**src/rtl/pad_input_cond_pkg.sv**
```systemverilog
// Shared types and defaults for the pad input conditioner.
package pad_input_cond_pkg;

  // Debounce filter states: STABLE tracks a settled level, CHECK is counting
  // how long a new level has persisted.
  typedef enum logic {
    STABLE = 1'b0,
    CHECK  = 1'b1
  } pad_cond_state_e;

  localparam int PAD_COND_SYNC_STAGES_DEF = 2;
  localparam int PAD_COND_CNT_W_DEF       = 16;

endpackage

```
**src/rtl/pad_input_sync.sv**
```systemverilog
// Multi-flop synchroniser with a defined reset value. Kept as its own module
// so a technology synchroniser cell can replace it without touching the filter.
module pad_input_sync #(
  parameter int   STAGES      = 2,
  parameter logic RESET_VALUE = 1'b0
) (
  input  logic clk_i,
  input  logic rst_i,
  input  logic d_i,
  output logic q_o
);

  logic [STAGES-1:0] chain;

  // Shift the asynchronous input through STAGES flops; all flops are reset.
  always_ff @(posedge clk_i) begin
    if (rst_i) begin
      chain <= {STAGES{RESET_VALUE}};
    end else begin
      chain <= {chain[STAGES-2:0], d_i};
    end
  end

  assign q_o = chain[STAGES-1];

endmodule

```
**src/rtl/pad_input_conditioner.sv**
```systemverilog
// Synchronises a raw pad level, rejects glitches shorter than a programmable
// persistence, and produces a clean level, edge strobes and a sticky event flag.
//
// Handshake: there is none; every output is a registered level or a
// single-cycle strobe, valid in every cycle after reset.
module pad_input_conditioner
  import pad_input_cond_pkg::*;
#(
  parameter int   SYNC_STAGES = PAD_COND_SYNC_STAGES_DEF,
  parameter int   CNT_W       = PAD_COND_CNT_W_DEF,
  parameter logic RESET_VALUE = 1'b0
) (
  input  logic             clk_i,
  input  logic             rst_i,
  input  logic             pad_i,
  input  logic             en_i,
  input  logic [CNT_W-1:0] debounce_cycles_i,
  input  logic             rise_en_i,
  input  logic             fall_en_i,
  input  logic             clear_i,
  output logic             level_o,
  output logic             rise_o,
  output logic             fall_o,
  output logic             event_pending_o,
  output pad_cond_state_e  dbg_state_o
);

  logic            sync_q;
  pad_cond_state_e state;
  logic [CNT_W-1:0] cnt;

  pad_input_sync #(
    .STAGES      (SYNC_STAGES),
    .RESET_VALUE (RESET_VALUE)
  ) u_sync (
    .clk_i (clk_i),
    .rst_i (rst_i),
    .d_i   (pad_i),
    .q_o   (sync_q)
  );

  // Debounce FSM: a new synchronised level must persist until cnt reaches N
  // before it is committed to level_o; strobes mark the commit cycle.
  always_ff @(posedge clk_i) begin
    if (rst_i) begin
      state   <= STABLE;
      cnt     <= '0;
      level_o <= RESET_VALUE;
      rise_o  <= 1'b0;
      fall_o  <= 1'b0;
    end else begin
      rise_o <= 1'b0;
      fall_o <= 1'b0;
      if (!en_i) begin
        // Disabled: drop any partial count and hold the current level.
        state <= STABLE;
        cnt   <= '0;
      end else begin
        case (state)
          STABLE: begin
            if (sync_q != level_o) begin
              if (debounce_cycles_i != '0) begin
                state <= CHECK;
                cnt   <= CNT_W'(1);
              end else begin
                // N = 0 bypasses the filter: commit immediately.
                level_o <= sync_q;
                rise_o  <= sync_q;
                fall_o  <= ~sync_q;
              end
            end
          end
          CHECK: begin
            if (sync_q == level_o) begin
              // Input went back before persisting long enough: glitch.
              state <= STABLE;
              cnt   <= '0;
            end else if (cnt >= debounce_cycles_i) begin
              // N is re-sampled every cycle, so lowering it commits at once.
              level_o <= sync_q;
              rise_o  <= sync_q;
              fall_o  <= ~sync_q;
              state   <= STABLE;
              cnt     <= '0;
            end else begin
              cnt <= cnt + 1'b1;
            end
          end
          default: begin
            state <= STABLE;
            cnt   <= '0;
          end
        endcase
      end
    end
  end

  // Sticky event flag built from the registered strobes; a set beats a clear.
  always_ff @(posedge clk_i) begin
    if (rst_i) begin
      event_pending_o <= 1'b0;
    end else if ((rise_o & rise_en_i) | (fall_o & fall_en_i)) begin
      event_pending_o <= 1'b1;
    end else if (clear_i) begin
      event_pending_o <= 1'b0;
    end
  end

  assign dbg_state_o = state;

endmodule

```
**config.mk**
```make
export PLATFORM = sky130hd
export DESIGN_NAME = pad_input_conditioner
export DESIGN_NICKNAME = d
export VERILOG_FILES = /design/src/rtl/pad_input_cond_pkg.sv /design/src/rtl/pad_input_sync.sv /design/src/rtl/pad_input_conditioner.sv
export SDC_FILE = /design/constraint.sdc
export NUM_CORES = 1
export LEC_CHECK = 0
export ABC_CLOCK_PERIOD_IN_PS = 2600
export CAP_MARGIN = 20
export CORE_MARGIN = 2
export CORE_UTILIZATION = 53
export CTS_CLUSTER_DIAMETER = 30
export DETAILED_ROUTE_END_ITERATION = 10
export PLACE_DENSITY = 0.8
export SETUP_SLACK_MARGIN = 0.1
export SYNTH_ARGS = -nofsm -noshare
export SYNTH_HDL_FRONTEND = slang
export SYNTH_SLANG_ARGS = --single-unit
```
**constraint.sdc**
```tcl
create_clock -name clk_i -period 2.6 [get_ports clk_i]
set_input_delay 0.26 -clock clk_i [delete_from_list [all_inputs] [get_ports clk_i]]
set_output_delay 0.26 -clock clk_i [all_outputs]
set_load 0.05 [all_outputs]
```
==> impl_metrics.prom, run 1 <==
# TYPE chip_impl_metric gauge
chip_impl_metric{name="synth.ff_latch_count",unit=""} 23
chip_impl_info{name="cts_tree",value="yes"} 1
chip_impl_info{name="hold_path.class",value="flip-flop to flip-flop"} 1
chip_impl_metric{name="total_of_warnings_raised_by_yosys",unit=""} 0
chip_impl_info{name="grt_setup_unrepaired",value="no"} 1
chip_impl_metric{name="clk-insertion-delay-late",unit="ns"} 0.31
chip_impl_metric{name="grt_use_total",unit="%"} 21.9
chip_impl_metric{name="fin_skew",unit="ns"} 0.00253
chip_impl_metric{name="final_util",unit="%"} 66.2
chip_impl_info{name="r2r_start",value="cnt[0]"} 1
chip_impl_info{name="worstSetupPathType",value="input port to flip-flop"} 1
chip_impl_metric{name="share_of_post_route_cells_with_drive_strength_above_1",unit="%"} 12.5
chip_impl_metric{name="cp_data_arrival_time",unit="ns"} 2.35
chip_impl_info{name="final_common_cell",value="sky130_fd_sc_hd__clkdlybuf4s50_1"} 1
chip_impl_metric{name="max_clock_freq",unit="MHz"} 473
chip_impl_metric{name="power.static_leakage",unit="nW"} 0.788
chip_impl_metric{name="io_buffers",unit=""} 27
chip_impl_metric{name="drt-wirelength-per-cell",unit="um"} 15.4
chip_impl_metric{name="grt_overflow_total",unit=""} 0
chip_impl_info{name="synthTopCellsByArea",value="sky130_fd_sc_hd__dfxtp_1 (28%), sky130_fd_sc_hd__ha_1 (13%), sky130_fd_sc_hd__nor3_2 (6.1%)"} 1
chip_impl_metric{name="drv_slew",unit=""} 0
chip_impl_metric{name="detailedRoute.firstPassIterationCount",unit=""} 4
chip_impl_metric{name="cts-resized-gates",unit=""} 0
chip_impl_info{name="synth_ff_type",value="sky130_fd_sc_hd__dfxtp_1"} 1
chip_impl_info{name="cp-endpoint",value="cnt[14]"} 1
chip_impl_metric{name="placementRows",unit=""} 20
chip_impl_metric{name="grt_pass1_vias",unit=""} 1308
chip_impl_metric{name="initial_utilization",unit="%"} 54.7
chip_impl_metric{name="final_period_minus_worst_setup_slack",unit="ns"} 2.11
chip_impl_metric{name="post-cts-setup-buffers",unit=""} 0
chip_impl_metric{name="final_critical_path_setup_slack",unit="ns"} 0.485
chip_impl_metric{name="dr.first_iter.drc_count",unit=""} 68
chip_impl_metric{name="grt_first_pass_wirelength",unit="mm"} 5.83
chip_impl_metric{name="die_x",unit="um"} 59.4
chip_impl_metric{name="post_cts_hold_buffer_count",unit=""} 0
chip_impl_metric{name="ys_types",unit=""} 34
chip_impl_metric{name="worst_slew_pin_slew",unit="ns"} 0.547
chip_impl_metric{name="placeableCoreArea",unit="um2"} 2980
chip_impl_metric{name="syn-instance-count",unit=""} 172
chip_impl_metric{name="vdd.ir_drop.worst",unit="mV"} 0.339
chip_impl_info{name="final_cell_mix",value="sky130_fd_sc_hd__clkdlybuf4s50_1 (27), sky130_fd_sc_hd__dfxtp_1 (23), sky130_fd_sc_hd__inv_1 (20)"} 1
chip_impl_metric{name="post_synth.cell_area_avg",unit="um2"} 9.46
chip_impl_metric{name="drv_cap",unit=""} 0
chip_impl_metric{name="detailedPlacementHpwl",unit="mm"} 2.85
chip_impl_metric{name="ios",unit=""} 28
chip_impl_metric{name="final.setup.tns",unit="ns"} 0
chip_impl_metric{name="cts.reportedPaths.clkPinSlew",unit="ns"} 0.12
chip_impl_metric{name="floorplan.die.height",unit="um"} 59.4
chip_impl_metric{name="vias_per_cell",unit=""} 5.78
chip_impl_metric{name="drtAntennaViolNets",unit=""} 0
chip_impl_metric{name="whs",unit="ns"} 0.451
chip_impl_metric{name="max-clock-path-buffers",unit=""} 2
chip_impl_metric{name="power_density",unit="nW/um2"} 316
chip_impl_metric{name="cts.sinks",unit=""} 23
chip_impl_metric{name="timing.critical_path.required",unit="ns"} 2.83
chip_impl_metric{name="mappedNetlistNets",unit=""} 212
chip_impl_info{name="cp-start-kind",value="input port"} 1
chip_impl_metric{name="tritoncts.num_buffers",unit=""} 3
chip_impl_metric{name="finalWirelength",unit="mm"} 3.58
chip_impl_metric{name="reg2reg_depth",unit=""} 8
chip_impl_info{name="endpoint_kind",value="flip-flop"} 1
chip_impl_metric{name="route.detailed.drc",unit=""} 0
chip_impl_metric{name="timing.slew.headroom",unit="%"} 63.4
chip_impl_metric{name="htree_levels",unit=""} 1
chip_impl_metric{name="floorplan.die_area",unit="um2"} 3530
chip_impl_metric{name="number_of_enable_flip_flop_cells_after_synthesis",unit=""} 0
chip_impl_metric{name="final_min_period_over_clock_period",unit="%"} 81.3
chip_impl_metric{name="area_growth",unit="%"} 21.1
chip_impl_metric{name="synth-seq-area-share",unit="%"} 28.3
chip_impl_metric{name="post-place-ws",unit="ns"} 0.164
chip_impl_info{name="netlist.top_cell.by_area",value="sky130_fd_sc_hd__dfxtp_1"} 1
chip_impl_info{name="ctsRootBufferMaster",value="sky130_fd_sc_hd__clkbuf_4"} 1
chip_impl_metric{name="netlist_area",unit="um2"} 1630
chip_impl_info{name="setup.worst_path.start",value="debounce_cycles_i[1]"} 1
chip_impl_metric{name="r2r_slack",unit="ns"} 0.57
chip_impl_metric{name="hold_viol",unit=""} 0
chip_impl_metric{name="dr_total_vias",unit=""} 1346
chip_impl_metric{name="grt_start_max_net_pins",unit=""} 18
chip_impl_metric{name="postSynth.asyncResetShare",unit="%"} 0
chip_impl_metric{name="synth_top_area_share",unit="%"} 28.3
chip_impl_info{name="outcome",value="finished clean"} 1
chip_impl_metric{name="place.gp.congestion",unit=""} 0.835
chip_impl_metric{name="grt_antenna_before_repair",unit=""} 0
chip_impl_metric{name="diode_count",unit=""} 0
chip_impl_metric{name="report.final.setup_viol",unit=""} 0
chip_impl_metric{name="critPathMaxFanout",unit=""} 15
chip_impl_metric{name="layout.nets",unit=""} 241
chip_impl_info{name="rr_endpoint",value="cnt[14]"} 1
## flip-flops by register name (all words and copies together), names as in the netlist
register / flops
dbg_state_o: 1
level_o: 1
u_sync.chain: 2
rise_o: 1
cnt: 16
fall_o: 1
event_pending_o: 1
## Yosys cell counts (4+ instances only)
master	number
sky130_fd_sc_hd__o2111ai_1	9
sky130_fd_sc_hd__xor2_1	11
sky130_fd_sc_hd__ha_1	17
sky130_fd_sc_hd__and3_1	6
sky130_fd_sc_hd__nand2b_1	4
sky130_fd_sc_hd__nor3b_1	4
sky130_fd_sc_hd__nand4_1	4
sky130_fd_sc_hd__o21ai_0	8
sky130_fd_sc_hd__nor4_4	4
sky130_fd_sc_hd__nand2_1	5
sky130_fd_sc_hd__inv_1	20
sky130_fd_sc_hd__a21oi_1	9
sky130_fd_sc_hd__dfxtp_1	23
sky130_fd_sc_hd__nor2_1	5
sky130_fd_sc_hd__nor3_2	10
## metrics by stage
step                cell area (um2)  power, mW  cells
floorplan                      1630      0.411    172
global placement               1950      0.466    229
detailed placement             1950      0.469    229
CTS                            1970      0.629    233
global route                   1970      0.652    233
finish                         1970      0.624    233
## critical path, stage by stage
cell and delay [ns]:
sky130_fd_sc_hd__clkdlybuf4s50_1 0.53, sky130_fd_sc_hd__inv_1 0.07, sky130_fd_sc_hd__ha_1 0.29, sky130_fd_sc_hd__o21ai_0 0.16, sky130_fd_sc_hd__o21ai_0 0.10, sky130_fd_sc_hd__a32oi_1 0.42, sky130_fd_sc_hd__a31oi_4 0.14, sky130_fd_sc_hd__buf_12 0.18
sky130_fd_sc_hd__nor3b_1 0.19
## report_power, final
group | leakage [nW] | internal, mW | switching [mW]
Sequential | 0.186 | 0.354 | 0.00160
Clock | 0.0150 | 0.0599 | 0.102
Combinational | 0.588 | 0.0524 | 0.0530
Total | 0.788 | 0.467 | 0.157
## worst min-delay path by stage
stage                    startpoint         endpoint  slack [ns]  cells after the start
global route        u_sync.chain[0]  u_sync.chain[1]        0.46                      1
detailed placement  u_sync.chain[0]  u_sync.chain[1]        0.43                      1
floorplan                     rst_i  u_sync.chain[0]        0.33                      1
global placement    u_sync.chain[0]  u_sync.chain[1]        0.42                      1
finish              u_sync.chain[0]  u_sync.chain[1]        0.45                      1
CTS                 u_sync.chain[0]  u_sync.chain[1]        0.46                      1
## kinds of logic (layout without fill, tap and decap cells)
group,after synthesis,after routing,share of synthesized area [%]
AOI/OAI and AO/OA,37,37,17.8
xor gates and xnor gates,14,14,7.53
adders and majority gates,17,17,13.1
buffers and inverters,26,54,6.38
DFF,23,23,28.3
muxes,2,2,1.23
and+or+nand+nor,53,53,25.7
## per-layer routing
| metal | GRT usage (%) | routed length (um) |
|---|---|---|
| met1 | 27.5 | 1660 |
| met2 | 38.5 | 1740 |
| met3 | 3.06 | 146 |
| met4 | 6.49 | 36 |
| met5 | 0 | 0 |
## cell type report
type | instances | area, um2
Multi-Input combinational cell | 123 | 1060
Timing Repair Buffer | 30 | 305
Clock buffer | 4 | 26.3
Inverter | 20 | 75.1
Sequential cell | 23 | 460
Tap cell | 33 | 41.3
Fill cell | 249 | 1010
No activity file was read; power rests on OpenSTA's default activity.
==> run 2, diff against run 1 <==
--- a/config.mk
+++ b/config.mk
@@ -5,13 +5,13 @@
 export SDC_FILE = /design/constraint.sdc
 export NUM_CORES = 1
 export LEC_CHECK = 0
-export ABC_CLOCK_PERIOD_IN_PS = 2600
+export ABC_CLOCK_PERIOD_IN_PS = 1800
 export CAP_MARGIN = 20
 export CORE_MARGIN = 2
-export CORE_UTILIZATION = 53
+export CORE_UTILIZATION = 48
 export CTS_CLUSTER_DIAMETER = 30
 export DETAILED_ROUTE_END_ITERATION = 10
-export PLACE_DENSITY = 0.8
+export PLACE_DENSITY = 0.76
 export SETUP_SLACK_MARGIN = 0.1
 export SYNTH_ARGS = -nofsm -noshare
 export SYNTH_HDL_FRONTEND = slang
==> constraint.sdc (replaced) <==
create_clock -name clk_i -period 1.8 [get_ports clk_i]
set_input_delay 0.18 -clock clk_i [delete_from_list [all_inputs] [get_ports clk_i]]
set_output_delay 0.18 -clock clk_i [all_outputs]
set_load 0.05 [all_outputs]
==> run 2 against run 1 <==
Compared with the run above: the flow now finishes with violations (negative setup slack); clock power is 52% higher; non-clock buffer count rose by 29; first-iteration DRC count is 32% higher; combinational power is 95% higher; die area increased by 9.7%; sequential share of layout area decreased by 3.8 points; critical path type is now flip-flop to flip-flop; critical endpoint is now cnt[6]; highest routed layer unchanged.
==> impl_metrics.prom, run 2 (same netlist as run 1, synthesis figures left out) <==
# TYPE chip_impl_metric gauge
chip_impl_metric{name="post_cts_hold_buffer_count",unit=""} 0
chip_impl_metric{name="holdPathStages",unit=""} 2
chip_impl_metric{name="detailedPlacementHpwl",unit="mm"} 3.07
chip_impl_metric{name="fillers",unit=""} 192
chip_impl_info{name="hold_path_end",value="u_sync.chain[0]"} 1
chip_impl_info{name="grt_setup_unrepaired",value="yes"} 1
chip_impl_metric{name="worst_slew_pin_slew",unit="ns"} 0.501
chip_impl_metric{name="floorplan.die_area",unit="um2"} 3870
chip_impl_metric{name="cp_data_arrival_time",unit="ns"} 2.15
chip_impl_info{name="hold_path.startpoint",value="pad_i"} 1
chip_impl_metric{name="detailedRoute.firstPassIterationCount",unit=""} 4
chip_impl_metric{name="dpl_cell_area",unit="um2"} 2110
chip_impl_metric{name="initial_utilization",unit="%"} 49.6
chip_impl_metric{name="io_buffers",unit=""} 27
chip_impl_info{name="reg.largest.list",value="cnt x16, u_sync.chain x2"} 1
chip_impl_info{name="outcome",value="finished with violations"} 1
chip_impl_info{name="failing_checks",value="negative setup slack"} 1
chip_impl_metric{name="drv_slew",unit=""} 0
chip_impl_metric{name="vdd.ir_drop.worst",unit="mV"} 0.295
chip_impl_metric{name="area_growth",unit="%"} 51.3
chip_impl_metric{name="fin_skew",unit="ns"} 0.00809
chip_impl_metric{name="layout.nets",unit=""} 270
chip_impl_metric{name="ios",unit=""} 28
chip_impl_metric{name="final_critical_path_setup_slack",unit="ns"} -0.134
chip_impl_info{name="final_common_cell",value="sky130_fd_sc_hd__buf_4"} 1
chip_impl_metric{name="final.setup.tns",unit="ns"} -1.90
chip_impl_metric{name="grt_start_max_net_pins",unit=""} 17
chip_impl_metric{name="max-clock-path-buffers",unit=""} 2
chip_impl_metric{name="placementRows",unit=""} 21
chip_impl_metric{name="reg2reg_depth",unit=""} 8
chip_impl_metric{name="grt_antenna_before_repair",unit=""} 0
chip_impl_metric{name="cts.reportedPaths.clkPinSlew",unit="ns"} 0.13
chip_impl_metric{name="dr_total_vias",unit=""} 1620
chip_impl_info{name="final_cell_mix",value="sky130_fd_sc_hd__buf_4 (29), sky130_fd_sc_hd__inv_1 (17), sky130_fd_sc_hd__clkdlybuf4s50_1 (13)"} 1
chip_impl_metric{name="tritoncts.num_buffers",unit=""} 3
chip_impl_metric{name="critPathMaxFanout",unit=""} 7
chip_impl_metric{name="cts.sinks",unit=""} 23
chip_impl_metric{name="power.static_leakage",unit="nW"} 1.02
chip_impl_info{name="ctsRootBufferMaster",value="sky130_fd_sc_hd__clkbuf_4"} 1
chip_impl_info{name="regMostFlops",value="cnt"} 1
chip_impl_metric{name="placeableCoreArea",unit="um2"} 3280
chip_impl_metric{name="post-route-cell-area",unit="um2"} 2460
chip_impl_metric{name="multi_input_area",unit="um2"} 1270
chip_impl_metric{name="place.gp.congestion",unit=""} 0.788
chip_impl_metric{name="diode_count",unit=""} 0
chip_impl_metric{name="r2r_slack",unit="ns"} -0.13
chip_impl_metric{name="finalWirelength",unit="mm"} 5.13
chip_impl_info{name="critical-path-top-cell-by-count",value="sky130_fd_sc_hd__nor3_2"} 1
chip_impl_metric{name="htree_levels",unit=""} 1
chip_impl_metric{name="route.detailed.drc",unit=""} 0
chip_impl_metric{name="critPathMaxStageDelay",unit="ns"} 0.37
chip_impl_info{name="critPathSlowestCell",value="sky130_fd_sc_hd__dfxtp_2"} 1
chip_impl_info{name="hold_path.class",value="input port to flip-flop"} 1
chip_impl_metric{name="grt_use_total",unit="%"} 25.2
chip_impl_metric{name="layout.area.seq",unit="um2"} 482
chip_impl_metric{name="grt_pass1_vias",unit=""} 1651
chip_impl_metric{name="final_period_minus_worst_setup_slack",unit="ns"} 1.93
chip_impl_metric{name="timing.critical_path.required",unit="ns"} 2.01
chip_impl_metric{name="clk-insertion-delay-late",unit="ns"} 0.32
chip_impl_metric{name="floorplan.die.height",unit="um"} 62.2
chip_impl_metric{name="report.final.setup_viol",unit=""} 18
chip_impl_info{name="endpoint_kind",value="flip-flop"} 1
chip_impl_metric{name="max_clock_freq",unit="MHz"} 517
chip_impl_metric{name="dr.first_iter.drc_count",unit=""} 90
chip_impl_metric{name="vias_per_cell",unit=""} 5.89
chip_impl_metric{name="die_x",unit="um"} 62.2
chip_impl_info{name="rr_endpoint",value="cnt[6]"} 1
chip_impl_metric{name="grt_overflow_total",unit=""} 0
chip_impl_metric{name="final_min_period_over_clock_period",unit="%"} 107
chip_impl_info{name="cpLargestDelayFamily",value="simple AND/OR/NAND/NOR gates"} 1
chip_impl_metric{name="drtAntennaViolNets",unit=""} 0
chip_impl_metric{name="largest_register_ffs",unit=""} 16
chip_impl_metric{name="grt_first_pass_wirelength",unit="mm"} 7.76
chip_impl_metric{name="share_of_post_route_cells_with_drive_strength_above_1",unit="%"} 40.2
chip_impl_info{name="cts_tree",value="yes"} 1
chip_impl_metric{name="drt-wirelength-per-cell",unit="um"} 18.6
chip_impl_metric{name="hold_viol",unit=""} 0
chip_impl_metric{name="power_density",unit="nW/um2"} 391
chip_impl_metric{name="timing.slew.headroom",unit="%"} 66.5
chip_impl_info{name="cp-start-kind",value="flip-flop"} 1
chip_impl_metric{name="worstPathBufferInverterCount",unit=""} 2
chip_impl_info{name="r2r_start",value="cnt[13]"} 1
chip_impl_info{name="cell_by_cell_listing_of_the_critical_path",value="ha_4, nand4_1, nor3_2, buf_4, a21oi_4, a31oi_4, clkbuf_16, nor3_2"} 1
chip_impl_info{name="worstSetupPathType",value="flip-flop to flip-flop"} 1
chip_impl_metric{name="drv_cap",unit=""} 0
-- run 2: cell count changes in the layout (fill, tap and decap cells not counted), sizes merged --
| cell | previous run | this run |
|---|---|---|
| buf | 3 | 32 |
| dlymetal6s2s | 0 | 4 |
| dlygate4sd2 | 0 | 9 |
| clkdlybuf4s50 | 27 | 13 |
| clkinv | 0 | 1 |
-- run 2: repair_timing --
item,CTS,global route
pin swaps,12,11
setup endpoints to repair,20,20
cloned,1,0
resized for setup,33,21
setup buffers,10,3
-- run 2: area by class of cell --
cell class                 instances  share of cell area [%]
clock inverter                     1                   0.203
sequential                        23                    19.6
multi-input combinational        123                    51.5
inverter                          20                    3.05
timing repair buffer              59                    22.4
clock buffer                       3                   0.914
tap                               46                    2.34
-- run 2: metrics by stage --
| stage | total power [mW] | utilization (%) | hold slack, ns | worst slack [ns] | instances |
|---|---|---|---|---|---|
| 2_1_floorplan | 0.598 | - | 0.252 | 0.103 | 172 |
| 3_3_place_gp | 0.694 | 64.3 | 0.419 | -0.355 | 257 |
| 3_5_place_dp | 0.700 | 64.3 | 0.446 | -0.493 | 257 |
| 4_1_cts | 0.953 | 71.4 | 0.400 | -0.0294 | 272 |
| 5_1_grt | 1.01 | 75.0 | 0.412 | -0.203 | 275 |
| 6_report | 0.962 | 75.0 | 0.395 | -0.134 | 275 |
-- run 2: layer usage --
metal / track usage, % / vias up / wire length [um]
met4: 10.3 / 0 / 221
met2: 46.9 / 84 / 2600
li1: - / 743 / -
met3: 3.44 / 24 / 366
met5: 0 / - / 0
met1: 28.8 / 769 / 1940
-- run 2: how the worst max path moves through the flow --
stage	slack [ns]	depth (start not counted)	from	endpoint
global route	-0.20	8	cnt[15]	cnt[6]
global placement	-0.35	8	debounce_cycles_i[7]	cnt[14]
floorplan	0.10	7	cnt[13]	cnt[9]
CTS	-0.03	8	cnt[13]	cnt[1]
detailed placement	-0.49	9	debounce_cycles_i[3]	cnt[1]
finish	-0.13	8	cnt[13]	cnt[6]
-- run 2: power breakdown --
part	switching (mW)	internal [mW]
Sequential	0.00275	0.508
Clock	0.164	0.0834
Combinational	0.101	0.104
==> run 3, diff against run 2 <==
--- a/config.mk
+++ b/config.mk
@@ -8,10 +8,9 @@
 export ABC_CLOCK_PERIOD_IN_PS = 1800
 export CAP_MARGIN = 20
 export CORE_MARGIN = 2
-export CORE_UTILIZATION = 48
+export CORE_UTILIZATION = 30
 export CTS_CLUSTER_DIAMETER = 30
 export DETAILED_ROUTE_END_ITERATION = 10
-export PLACE_DENSITY = 0.76
 export SETUP_SLACK_MARGIN = 0.1
 export SYNTH_ARGS = -nofsm -noshare
 export SYNTH_HDL_FRONTEND = slang
==> run 3 against run 2 <==
Compared with the run above: the run still ends with negative setup slack left; largest cell class unchanged; clock power increased by 28%; clock skew down 0.0058 ns; die area is 56% higher; utilization is 26 points lower; via count fell by 8.0%; cell count increased by 12%; sequential power about the same.
==> impl_metrics.prom, run 3 (same netlist as run 1, synthesis figures left out) <==
# TYPE chip_impl_metric gauge
chip_impl_metric{name="total_switching_power",unit="uW"} 255
chip_impl_metric{name="cts.reportedPaths.clkPinSlew",unit="ns"} 0.08
chip_impl_metric{name="grt_antenna_before_repair",unit=""} 0
chip_impl_metric{name="final_period_minus_worst_setup_slack",unit="ns"} 1.83
chip_impl_metric{name="finalWirelength",unit="mm"} 4.01
chip_impl_metric{name="drt-wirelength-per-cell",unit="um"} 13.0
chip_impl_info{name="endpoint_kind",value="flip-flop"} 1
chip_impl_metric{name="layout.nets",unit=""} 280
chip_impl_info{name="ctsRootBufferMaster",value="sky130_fd_sc_hd__clkbuf_8"} 1
chip_impl_metric{name="power.sequential.fraction",unit="%"} 50.3
chip_impl_info{name="grt_setup_unrepaired",value="yes"} 1
chip_impl_metric{name="floorplan.die.height",unit="um"} 77.7
chip_impl_metric{name="htree_levels",unit=""} 1
chip_impl_metric{name="placementRows",unit=""} 26
chip_impl_metric{name="internal_power",unit="uW"} 763
chip_impl_metric{name="timing.critical_path.required",unit="ns"} 1.99
chip_impl_metric{name="initial_utilization",unit="%"} 31.5
chip_impl_metric{name="route.detailed.drc",unit=""} 0
chip_impl_metric{name="diode_count",unit=""} 0
chip_impl_info{name="failing_checks",value="negative setup slack"} 1
chip_impl_metric{name="comb_power_share",unit="%"} 18.6
chip_impl_info{name="rr_endpoint",value="cnt[8]"} 1
chip_impl_metric{name="hold_viol",unit=""} 0
chip_impl_metric{name="clk-insertion-delay-late",unit="ns"} 0.26
chip_impl_metric{name="grt_first_pass_wirelength",unit="mm"} 6.59
chip_impl_metric{name="max-clock-path-buffers",unit=""} 2
chip_impl_metric{name="drv_cap",unit=""} 0
chip_impl_metric{name="grt_overflow_total",unit=""} 0
chip_impl_metric{name="dr.first_iter.drc_count",unit=""} 58
chip_impl_metric{name="dr_total_vias",unit=""} 1491
chip_impl_metric{name="critPathMaxFanout",unit=""} 4
chip_impl_metric{name="cts.sinks",unit=""} 23
chip_impl_info{name="hold_path_end",value="u_sync.chain[1]"} 1
chip_impl_metric{name="grt_pass1_vias",unit=""} 1472
chip_impl_metric{name="largest_register_ffs",unit=""} 16
chip_impl_metric{name="holdPathStages",unit=""} 1
chip_impl_info{name="outcome",value="finished with violations"} 1
chip_impl_metric{name="layout.area.seq",unit="um2"} 475
chip_impl_info{name="regMostFlops",value="cnt"} 1
chip_impl_metric{name="worst_slew_pin_slew",unit="ns"} 0.494
chip_impl_metric{name="final_critical_path_setup_slack",unit="ns"} -0.0282
chip_impl_metric{name="detailedPlacementHpwl",unit="mm"} 3.00
chip_impl_metric{name="cp_data_arrival_time",unit="ns"} 2.02
chip_impl_metric{name="switching_share_of_power",unit="%"} 25.1
chip_impl_info{name="reg.largest.list",value="cnt x16, u_sync.chain x2"} 1
chip_impl_metric{name="grt_start_max_net_pins",unit=""} 17
chip_impl_metric{name="fin_skew",unit="ns"} 0.00229
chip_impl_metric{name="reg2reg_depth",unit=""} 8
chip_impl_metric{name="die_x",unit="um"} 77.7
chip_impl_metric{name="timing.slew.headroom",unit="%"} 67.0
chip_impl_metric{name="power.static_leakage",unit="nW"} 1.04
chip_impl_metric{name="share_of_post_route_cells_with_drive_strength_above_1",unit="%"} 43.1
chip_impl_info{name="hold_path.class",value="flip-flop to flip-flop"} 1
chip_impl_metric{name="post-route-cell-area",unit="um2"} 2540
chip_impl_info{name="cp-start-kind",value="flip-flop"} 1
chip_impl_info{name="hold_path.startpoint",value="u_sync.chain[0]"} 1
chip_impl_metric{name="drv_slew",unit=""} 0
chip_impl_metric{name="dpl_cell_area",unit="um2"} 2230
chip_impl_metric{name="r2r_slack",unit="ns"} -0.03
chip_impl_metric{name="max_clock_freq",unit="MHz"} 547
chip_impl_metric{name="post_cts_hold_buffer_count",unit=""} 0
chip_impl_metric{name="tritoncts.num_buffers",unit=""} 3
chip_impl_metric{name="drtAntennaViolNets",unit=""} 0
chip_impl_metric{name="area_growth",unit="%"} 56.3
chip_impl_metric{name="power_density",unit="nW/um2"} 400
chip_impl_metric{name="report.final.setup_viol",unit=""} 1
chip_impl_metric{name="io_buffers",unit=""} 27
chip_impl_metric{name="placeableCoreArea",unit="um2"} 5170
chip_impl_metric{name="multi_input_area",unit="um2"} 1260
chip_impl_metric{name="grt_use_total",unit="%"} 13.3
chip_impl_metric{name="final_min_period_over_clock_period",unit="%"} 102
chip_impl_metric{name="fillers",unit=""} 497
chip_impl_info{name="cts_tree",value="yes"} 1
chip_impl_metric{name="floorplan.die_area",unit="um2"} 6030
chip_impl_metric{name="ios",unit=""} 28
chip_impl_metric{name="vias_per_cell",unit=""} 4.83
chip_impl_info{name="worstSetupPathType",value="flip-flop to flip-flop"} 1
chip_impl_metric{name="vdd.ir_drop.worst",unit="mV"} 0.366
chip_impl_info{name="r2r_start",value="cnt[15]"} 1
chip_impl_metric{name="detailedRoute.firstPassIterationCount",unit=""} 4
chip_impl_metric{name="final.setup.tns",unit="ns"} -0.0282
chip_impl_info{name="final_common_cell",value="sky130_fd_sc_hd__buf_4"} 1
chip_impl_metric{name="place.gp.congestion",unit=""} 0.796
chip_impl_metric{name="relative_contribution_of_the_clock_network_to_total_power",unit="%"} 31.1
chip_impl_info{name="final_cell_mix",value="sky130_fd_sc_hd__buf_4 (37), sky130_fd_sc_hd__inv_1 (17), sky130_fd_sc_hd__dfxtp_1 (15)"} 1
run 3: how the worst max path moves through the flow:
stage                                     start     end  cells after the start
after global routing                     cnt[0]  cnt[8]                      8
final                                   cnt[15]  cnt[8]                      8
after detailed placement  debounce_cycles_i[14]  cnt[3]                      9
after CTS                               cnt[13]  cnt[3]                      8
after global placement     debounce_cycles_i[9]  cnt[1]                      9
after floorplan                         cnt[13]  cnt[9]                      7
run 3: final cells by class:
| class | count | share of cell area, % |
|---|---|---|
| clock buffer | 4 | 1.77 |
| timing repair buffer | 69 | 23.4 |
| inverter | 20 | 2.95 |
| multi-input combinational | 123 | 49.7 |
| tap | 70 | 3.44 |
| sequential | 23 | 18.7 |
run 3: power by group through the flow:
stage	clock network (mW)	logic (mW)	registers (mW)
floorplan	0	0.0707	0.527
global placement	0	0.175	0.526
detailed placement	0	0.176	0.526
CTS	0.329	0.182	0.511
global route	0.345	0.207	0.513
finish	0.316	0.190	0.512
run 3: what timing repair did:
action / 4_1_cts / 5_1_grt
pin swaps: 28 / 13
cloned: 0 / 0
buffers inserted: 7 / 4
resized for setup: 36 / 22
endpoints found under the setup margin: 20 / 20
run 3: stage by stage:
stage               power [mW]  util [%]  hold slack (ns)  worst slack [ns]  instances
floorplan                0.598         -            0.252             0.103        172
global placement         0.701      43.0            0.424            -0.389        294
detailed placement       0.703      43.0            0.433            -0.419        294
CTS                       1.02      46.5            0.452           -0.0369        305
global route              1.06      49.2            0.473            -0.116        309
finish                    1.02      49.2            0.447           -0.0282        309
run 3: critical path: stages, from the launching register on:
cell	delay [ns]
sky130_fd_sc_hd__dfxtp_4	0.36
sky130_fd_sc_hd__ha_4	0.23
sky130_fd_sc_hd__buf_4	0.13
sky130_fd_sc_hd__nand2_1	0.06
sky130_fd_sc_hd__o2111ai_1	0.21
sky130_fd_sc_hd__a21oi_4	0.27
sky130_fd_sc_hd__a31oi_4	0.14
sky130_fd_sc_hd__buf_6	0.17
sky130_fd_sc_hd__a211oi_2	0.18
run 3: metal layers:
metal	global-route usage, %	part of all wire, %	up-vias
li1	-	-	766
met1	18.2	50	693
met2	21.7	46	26
met3	1.74	2.9	6
met4	4.29	1.4	0
met5	0	0	-
